[config.mk]
export PLATFORM = sky130hd
export DESIGN_NAME = ntt_addr_gen
export DESIGN_NICKNAME = d
export VERILOG_FILES = /design/src/rtl/ntt_pkg.sv /design/src/rtl/ntt_delay_line.sv /design/src/rtl/ntt_addr_gen.sv
export SDC_FILE = /design/constraint.sdc
export NUM_CORES = 1
export LEC_CHECK = 0
export ABC_CLOCK_PERIOD_IN_PS = 6400
export BUFFER_PORTS_ARGS = -buffer_cell sky130_fd_sc_hd__buf_2
export CAP_MARGIN = 30
export CORE_MARGIN = 1.5
export CORE_UTILIZATION = 55
export DETAILED_ROUTE_END_ITERATION = 7
export GPL_TIMING_DRIVEN = 0
export PLACE_DENSITY = 0.74
export REMOVE_ABC_BUFFERS = 1
export SETUP_SLACK_MARGIN = 0.15
export SKIP_CTS_REPAIR_TIMING = 1
export SLEW_MARGIN = 10
export SYNTH_ARGS = -nofsm -noshare
export SYNTH_HDL_FRONTEND = slang
export SYNTH_SLANG_ARGS = --single-unit
[constraint.sdc]
create_clock -name clk -period 6.4 [get_ports clk]
set_clock_uncertainty 0.1 [all_clocks]
set_input_delay 0.64 -clock clk [delete_from_list [all_inputs] [get_ports clk]]
set_output_delay 0.64 -clock clk [all_outputs]
set_load 0.01 [all_outputs]
[src/rtl/ntt_pkg.sv]
// Shared NTT/INTT helpers: transform mode type, level-counter width, and the
// per-butterfly mask, swap-bit and twiddle-start functions. The butterfly
// datapath and the memory controller use the same functions so all three
// agree on the operand pairing.
package ntt_pkg;

  typedef enum logic {
    MODE_NTT  = 1'b0,
    MODE_INTT = 1'b1
  } ntt_mode_e;

  // Width of the level counter; never zero so the port stays legal for tiny N.
  function automatic int unsigned ntt_level_w(input int unsigned log_n);
    return (log_n <= 1) ? 1 : $clog2(log_n);
  endfunction

  // XOR mask that maps operand 0 index j to operand 1 index at level lvl.
  function automatic int unsigned ntt_mask(input ntt_mode_e md, input int unsigned log_n,
                                           input int unsigned lvl);
    int unsigned ones;
    ones = (32'd1 << lvl) - 32'd1;
    return (md == MODE_NTT) ? (ones << (log_n - 1 - lvl)) : ones;
  endfunction

  // Bank swap for the read side of a butterfly.
  function automatic logic ntt_rd_swap(input ntt_mode_e md, input int unsigned log_n,
                                       input int unsigned lvl, input int unsigned j);
    int unsigned pos;
    if (lvl == 0) return 1'b0;
    pos = (md == MODE_NTT) ? (log_n - 1 - lvl) : (lvl - 1);
    return 1'((j >> pos) & 32'd1);
  endfunction

  // Bank swap for the write-back side: the bit the next level will read on.
  function automatic logic ntt_wr_swap(input ntt_mode_e md, input int unsigned log_n,
                                       input int unsigned lvl, input int unsigned j);
    int unsigned pos;
    if (lvl >= log_n - 1) return 1'b0;
    pos = (md == MODE_NTT) ? (log_n - 2 - lvl) : lvl;
    return 1'((j >> pos) & 32'd1);
  endfunction

  // Twiddle start index; INTT walks the levels in mirrored order.
  function automatic int unsigned ntt_tw_start(input ntt_mode_e md, input int unsigned log_n,
                                               input int unsigned lvl, input int unsigned j);
    int unsigned l;
    l = (md == MODE_NTT) ? lvl : (log_n - 1 - lvl);
    return ((j >> (log_n - 1 - l)) << (log_n - l)) & ((32'd1 << log_n) - 32'd1);
  endfunction

endpackage

[src/rtl/ntt_delay_line.sv]
// Fixed-latency delay line with two selectable taps and synchronous clear.
// A bundle sampled from din at edge e appears on the registered dout after
// edge e + TAP - 1 (TAP = 1 behaves as a single register).
// Ports: clk, clr (sync clear), sel (0 -> TAP_A, 1 -> TAP_B), din, dout.
module ntt_delay_line #(
  parameter int unsigned W     = 1,
  parameter int unsigned DEPTH = 2,
  parameter int unsigned TAP_A = 1,
  parameter int unsigned TAP_B = 2
) (
  input  logic         clk,
  input  logic         clr,
  input  logic         sel,
  input  logic [W-1:0] din,
  output logic [W-1:0] dout
);

  // Shift stages; the output register provides the final cycle of delay.
  localparam int unsigned NS = (DEPTH > 1) ? DEPTH - 1 : 1;

  logic [W-1:0] stg [NS];
  logic [W-1:0] pick;
  int unsigned  tap;

  // Tap select: tap 1 bypasses the shift stages.
  always_comb begin
    tap  = sel ? TAP_B : TAP_A;
    pick = din;
    for (int unsigned i = 0; i < NS; i++) begin
      if (i + 2 == tap) pick = stg[i];
    end
  end

  always_ff @(posedge clk) begin
    if (clr) begin
      for (int unsigned i = 0; i < NS; i++) stg[i] <= '0;
      dout <= '0;
    end else begin
      stg[0] <= din;
      for (int unsigned i = 1; i < NS; i++) stg[i] <= stg[i-1];
      dout <= pick;
    end
  end

endmodule

[src/rtl/ntt_addr_gen.sv]
// NTT/INTT butterfly address and control sequencer. After start it issues one
// butterfly per cycle over LOG_N levels of 2^(LOG_N-1) butterflies, then drains
// the write-back delay line and pulses done.
// Ports: clk, rst (sync, active-high), start/mode/addr_bias (latched in IDLE),
//   stall (only with NTT_ADDR_STALL_EN), busy, done, rd_valid, rd_addr0/1,
//   rd_swap, tw_idx = {start index, level}, wr_valid, wr_addr0/1, wr_swap.
// Option: define NTT_ADDR_STALL_EN to add the stall input.
module ntt_addr_gen
  import ntt_pkg::*;
#(
  parameter int unsigned LOG_N    = 6,
  parameter int unsigned ADDR_W   = 11,
  parameter int unsigned NTT_DLY  = 6,
  parameter int unsigned INTT_DLY = 7
) (
  input  logic                                  clk,
  input  logic                                  rst,
  input  logic                                  start,
  input  logic                                  mode,
  input  logic [ADDR_W-1:0]                     addr_bias,
`ifdef NTT_ADDR_STALL_EN
  input  logic                                  stall,
`endif
  output logic                                  busy,
  output logic                                  done,
  output logic                                  rd_valid,
  output logic [ADDR_W-1:0]                     rd_addr0,
  output logic [ADDR_W-1:0]                     rd_addr1,
  output logic                                  rd_swap,
  output logic [LOG_N+ntt_level_w(LOG_N)-1:0]   tw_idx,
  output logic                                  wr_valid,
  output logic [ADDR_W-1:0]                     wr_addr0,
  output logic [ADDR_W-1:0]                     wr_addr1,
  output logic                                  wr_swap
);

  localparam int unsigned LW = ntt_level_w(LOG_N);
  localparam int unsigned JW = LOG_N - 1;
  localparam int unsigned TW = LOG_N + LW;
  localparam int unsigned PW = 2 * ADDR_W + 2;
  localparam int unsigned CW = $clog2(INTT_DLY + 1);

  typedef enum logic [1:0] {
    ST_IDLE,
    ST_RUN,
    ST_DRAIN
  } state_e;

  state_e            state_q, state_d;
  ntt_mode_e         mode_q, mode_d;
  logic [ADDR_W-1:0] bias_q, bias_d;
  logic [JW-1:0]     j_q, j_d;
  logic [LW-1:0]     lvl_q, lvl_d;
  logic [CW-1:0]     dcnt_q, dcnt_d;
  logic [CW-1:0]     drain_len;
  logic              busy_d, done_d, rd_valid_d, rd_swap_d;
  logic              wr_swap_q, wr_swap_d;
  logic [ADDR_W-1:0] rd_addr0_d, rd_addr1_d;
  logic [TW-1:0]     tw_idx_d;
  logic              stall_w;

  // Butterfly fields for the slot currently held in (lvl_q, j_q).
  logic [ADDR_W-1:0] slot_addr0, slot_addr1;
  logic              slot_rd_swap, slot_wr_swap;
  logic [TW-1:0]     slot_tw;

`ifdef NTT_ADDR_STALL_EN
  assign stall_w = stall;
`else
  assign stall_w = 1'b0;
`endif

  assign slot_addr0   = bias_q + ADDR_W'(j_q);
  assign slot_addr1   = bias_q + ADDR_W'(32'(j_q) ^ ntt_mask(mode_q, LOG_N, 32'(lvl_q)));
  assign slot_rd_swap = ntt_rd_swap(mode_q, LOG_N, 32'(lvl_q), 32'(j_q));
  assign slot_wr_swap = ntt_wr_swap(mode_q, LOG_N, 32'(lvl_q), 32'(j_q));
  assign slot_tw      = {LOG_N'(ntt_tw_start(mode_q, LOG_N, 32'(lvl_q), 32'(j_q))), lvl_q};

  // Drain until the last issued slot has reached the write port.
  assign drain_len = (mode_q == MODE_INTT) ? CW'(INTT_DLY) : CW'(NTT_DLY);

  // Next-state and next-output logic.
  always_comb begin
    state_d    = state_q;
    mode_d     = mode_q;
    bias_d     = bias_q;
    j_d        = j_q;
    lvl_d      = lvl_q;
    dcnt_d     = dcnt_q;
    busy_d     = busy;
    done_d     = 1'b0;
    rd_valid_d = 1'b0;
    rd_addr0_d = rd_addr0;
    rd_addr1_d = rd_addr1;
    rd_swap_d  = rd_swap;
    tw_idx_d   = tw_idx;
    wr_swap_d  = wr_swap_q;
    unique case (state_q)
      ST_IDLE: begin
        busy_d = 1'b0;
        if (start) begin
          state_d = ST_RUN;
          mode_d  = mode ? MODE_INTT : MODE_NTT;
          bias_d  = addr_bias;
          j_d     = '0;
          lvl_d   = '0;
        end
      end
      ST_RUN: begin
        busy_d = 1'b1;
        if (!stall_w) begin
          rd_valid_d = 1'b1;
          rd_addr0_d = slot_addr0;
          rd_addr1_d = slot_addr1;
          rd_swap_d  = slot_rd_swap;
          tw_idx_d   = slot_tw;
          wr_swap_d  = slot_wr_swap;
          if (&j_q) begin
            j_d = '0;
            if (lvl_q == LW'(LOG_N - 1)) begin
              state_d = ST_DRAIN;
              dcnt_d  = '0;
            end else begin
              lvl_d = lvl_q + LW'(1);
            end
          end else begin
            j_d = j_q + JW'(1);
          end
        end
      end
      ST_DRAIN: begin
        busy_d = 1'b1;
        if (dcnt_q == drain_len) begin
          state_d = ST_IDLE;
          done_d  = 1'b1;
          busy_d  = 1'b0;
        end else begin
          dcnt_d = dcnt_q + CW'(1);
        end
      end
      default: state_d = ST_IDLE;
    endcase
  end

  always_ff @(posedge clk) begin
    if (rst) begin
      state_q   <= ST_IDLE;
      mode_q    <= MODE_NTT;
      bias_q    <= '0;
      j_q       <= '0;
      lvl_q     <= '0;
      dcnt_q    <= '0;
      busy      <= 1'b0;
      done      <= 1'b0;
      rd_valid  <= 1'b0;
      rd_addr0  <= '0;
      rd_addr1  <= '0;
      rd_swap   <= 1'b0;
      tw_idx    <= '0;
      wr_swap_q <= 1'b0;
    end else begin
      state_q   <= state_d;
      mode_q    <= mode_d;
      bias_q    <= bias_d;
      j_q       <= j_d;
      lvl_q     <= lvl_d;
      dcnt_q    <= dcnt_d;
      busy      <= busy_d;
      done      <= done_d;
      rd_valid  <= rd_valid_d;
      rd_addr0  <= rd_addr0_d;
      rd_addr1  <= rd_addr1_d;
      rd_swap   <= rd_swap_d;
      tw_idx    <= tw_idx_d;
      wr_swap_q <= wr_swap_d;
    end
  end

  // Write-back copy of the registered read slot, delayed per latched mode.
  logic [PW-1:0] wb_din, wb_dout;

  assign wb_din = {rd_valid, rd_addr0, rd_addr1, wr_swap_q};

  ntt_delay_line #(
    .W    (PW),
    .DEPTH(INTT_DLY),
    .TAP_A(NTT_DLY),
    .TAP_B(INTT_DLY)
  ) u_wb_dly (
    .clk (clk),
    .clr (rst),
    .sel (mode_q == MODE_INTT),
    .din (wb_din),
    .dout(wb_dout)
  );

  assign {wr_valid, wr_addr0, wr_addr1, wr_swap} = wb_dout;

endmodule

==> flow_summary.ini <==
[place]
placed_cell_area_sq_um = 9790
place.gp.congestion = 0.899
port_buffers = 73
dp_hpwl_microns = 11500
numPlacedInstances = 1205

[setup_path]
critPathTopFamily = compound AO/OA/AOI/OAI gates
path_max_fanout = 16
max_stage_delay_ns = 0.69
path_buf_inv = 2
start_kind = flop
end_kind = flop
rr_endpoint = rd_addr1[10]$_SDFFE_PP0P_
cp.required_ns = 6.68
cpMaxStageDelayCell = dfxtp_1
critPathArrivalTime_ns = 6.18
r2r_cells = 19
path_cells = inv_1, ha_1, ha_1, inv_1, ha_1, nand2b_1, nor3_1, a2111oi_0, a211oi_1, nand2_1, a21oi_1, xor2_1, ha_1, a21o_1, a211oi_1, a21oi_1, a31o_2, a21o_1, a32o_1
regToRegSetupSlack_ns = 0.50
worstSetupPathType = reg -> reg
r2r_start = lvl_q[1]$_SDFFE_PP0P_
crit_top_cell = ha_1
cp.depth = 19

[cts]
cts.sink_count = 229
clock_path_buffers = 3
cts_tree = built
cts_max_level = 1
cts_buffers = 23
cts-root-buf = clkbuf_16
clkSlewWorstSetupHoldPaths_ns = 0.06
clk_latency_ns = 0.49

[synthesis]
yosysWarnings = 0
syn-instance-count = 962
synth_area_per_cell_sq_um = 9.65
ys_ff_latch = 229
ys_async_sr_fraction_pct = 0
synth_area_sq_um = 9280
ys_seq_area_share_pct = 49.4
synth_cell_types = 72
synth_edf_count = 0
synth_ff_type = dfxtp_1

[timing]
post-route-period-util_pct = 92.2
hold_violations = 0
max_slew_margin_pct = 40.4
tns_ns = 0
worst_slew_pin_slew_ns = 0.891
slew_viol_final = 0
rsz0062_at_grt = false
period_needed_ns = 5.90
hold_slack_ns = 0.291
fmax_mhz = 169
setup_viol = 0

[cells_and_area]
final_nets = 1074
mostFrequentLayoutCell = dfxtp_1
final_cell_mix = 228 x dfxtp_1, 151 x nor2b_1, 86 x nor2_1, 72 x buf_2, 64 x nand2_1
instances_no_fill = 1245
fillers = 1356
fin_util_pct = 64.1
final_cell_area_sq_um = 10600
antenna_cells = 0
drive_above_1_share_pct = 12.4
area_growth_pct = 14.2

[outcome]
status = finished, final reports clean

[worst_hold_path]
worstHoldStart = addr_bias[3]
hp-class = in -> reg
hold_depth = 3
min_to = bias_q[3]$_SDFFE_PP0P_

[global_route]
antenna_found_initial = 0
grt.overflow.total = 0
grt_pass1_wl_microns = 28400
grt_max_degree = 148
grt_usage_pct = 19.5
grt_pass1_vias = 5937

[flow_run]
cap_violations = 0

[drt]
postRouteWirelength_microns = 17500
first_pass_iters = 8
ant_nets = 0
drtIter0Drc = 263
vias = 6548
drt-vias-per-instance = 5.26
avgRoutedWirePerCell_microns = 14.1
drc = 0

[floorplan]
start_util_pct = 56.2
fp.dieW_microns = 133
core_area_sq_um = 16500
die_area_sq_um = 17700
pin_count = 74
die_h_microns = 133
placementRows = 47

[power_and_ir_drop]
power_density_nw_per_um2 = 329
leakage_nw = 4.39
ir_worst_vdd_uv = 179
-- worst min-delay path, stage by stage --
cell     delay [ns]
buf_2          0.09
nand2_1        0.05
a21oi_1        0.05
-- power by group --
part	total, mW	internal, mW	switching (mW)	leakage, nW
Sequential	1.56	1.50	0.0583	1.85
Clock	1.37	0.850	0.520	0.386
Combinational	0.556	0.228	0.328	2.15
-- metrics by stage --
stage | setup WS (ns) | total power [mW]
detailed placement | -0.113 | 2.14
CTS | -0.0975 | 3.51
global placement | -0.136 | 2.12
finish | 0.500 | 3.49
floorplan | 1.25 | 1.95
global route | 0.152 | 3.65
-- cells by family after synthesis --
group / Yosys count / synth area share, %
simple gates: 374 / 21.3
flops: 229 / 49.4
compound gates: 160 / 11.5
buf+inv: 78 / 3.34
fa+ha+maj: 48 / 6.63
mux: 46 / 5.26
xor+xnor: 27 / 2.55
-- metal layers --
metal / track usage [%] / up-vias / part of all wire [%]
met4: 6.78 / 0 / 2.4
met3: 2.99 / 31 / 4.7
met5: 0 / - / 0
met1: 24.8 / 3013 / 45
li1: - / 3369 / -
met2: 33.6 / 135 / 48
-- synthesized netlist by cell type, drive strengths merged (3+ instances only) --
cell type | number | area [sq um]
dfxtp | 229 | 4580
nor2b | 151 | 945
nor2 | 86 | 323
nand2 | 64 | 240
a21oi | 46 | 230
ha | 46 | 576
mux2i | 42 | 420
clkbuf | 36 | 135
inv | 24 | 90.1
o21ai | 24 | 120
buf | 17 | 81.3
nor3 | 17 | 85.1
xnor2 | 16 | 140
xor2 | 11 | 96.3
a21o | 10 | 75.1
nand3 | 10 | 50.1
a211oi | 9 | 67.6
a22oi | 7 | 52.6
a2bb2oi | 7 | 61.3
o211ai | 7 | 52.6
o22ai | 7 | 43.8
and2 | 6 | 37.5
nand2b | 6 | 37.5
nand4 | 6 | 37.5
and3 | 5 | 31.3
o21a | 5 | 37.5
a22o | 4 | 35.0
a31oi | 4 | 25.0
or4 | 4 | 30.0
a311oi | 3 | 26.3
nor4 | 3 | 18.8
o311ai | 3 | 26.3
o31ai | 3 | 22.5
or3 | 3 | 18.8
-- area by class of cell --
| type | instances | area, sq um | share of cell area [%] |
|---|---|---|---|
| sequential | 229 | 4590 | 43.3 |
| multi-input combinational | 655 | 4390 | 41.4 |
| clock buffer | 32 | 669 | 6.32 |
| timing repair buffer | 77 | 460 | 4.34 |
| tap | 220 | 275 | 2.60 |
| clock inverter | 7 | 120 | 1.13 |
| inverter | 25 | 93.8 | 0.885 |
-- state kept, by name, summed over array words and instances, names as in the netlist --
signal,flops
rd_addr1,11
u_wb_dly.dout,24
rd_swap,1
rd_addr0,11
done,1
bias_q,11
dcnt_q,3
lvl_q,3
tw_idx,9
wr_swap_q,1
mode_q,1
j_q,5
busy,1
u_wb_dly.stg,144
state_q,2
rd_valid,1
-- worst max-delay path by stage --
stage	start	end	slack, ns
after floorplan	lvl_q[0]$_SDFFE_PP0P_	rd_addr1[10]$_SDFFE_PP0P_	1.25
after global placement	lvl_q[0]$_SDFFE_PP0P_	rd_addr1[10]$_SDFFE_PP0P_	-0.14
after detailed placement	lvl_q[0]$_SDFFE_PP0P_	rd_addr1[10]$_SDFFE_PP0P_	-0.11
after CTS	lvl_q[0]$_SDFFE_PP0P_	rd_addr1[10]$_SDFFE_PP0P_	-0.1
after global routing	lvl_q[1]$_SDFFE_PP0P_	rd_addr1[10]$_SDFFE_PP0P_	0.15
final	lvl_q[1]$_SDFFE_PP0P_	rd_addr1[10]$_SDFFE_PP0P_	0.50
No activity file was read; power rests on OpenSTA's default activity.
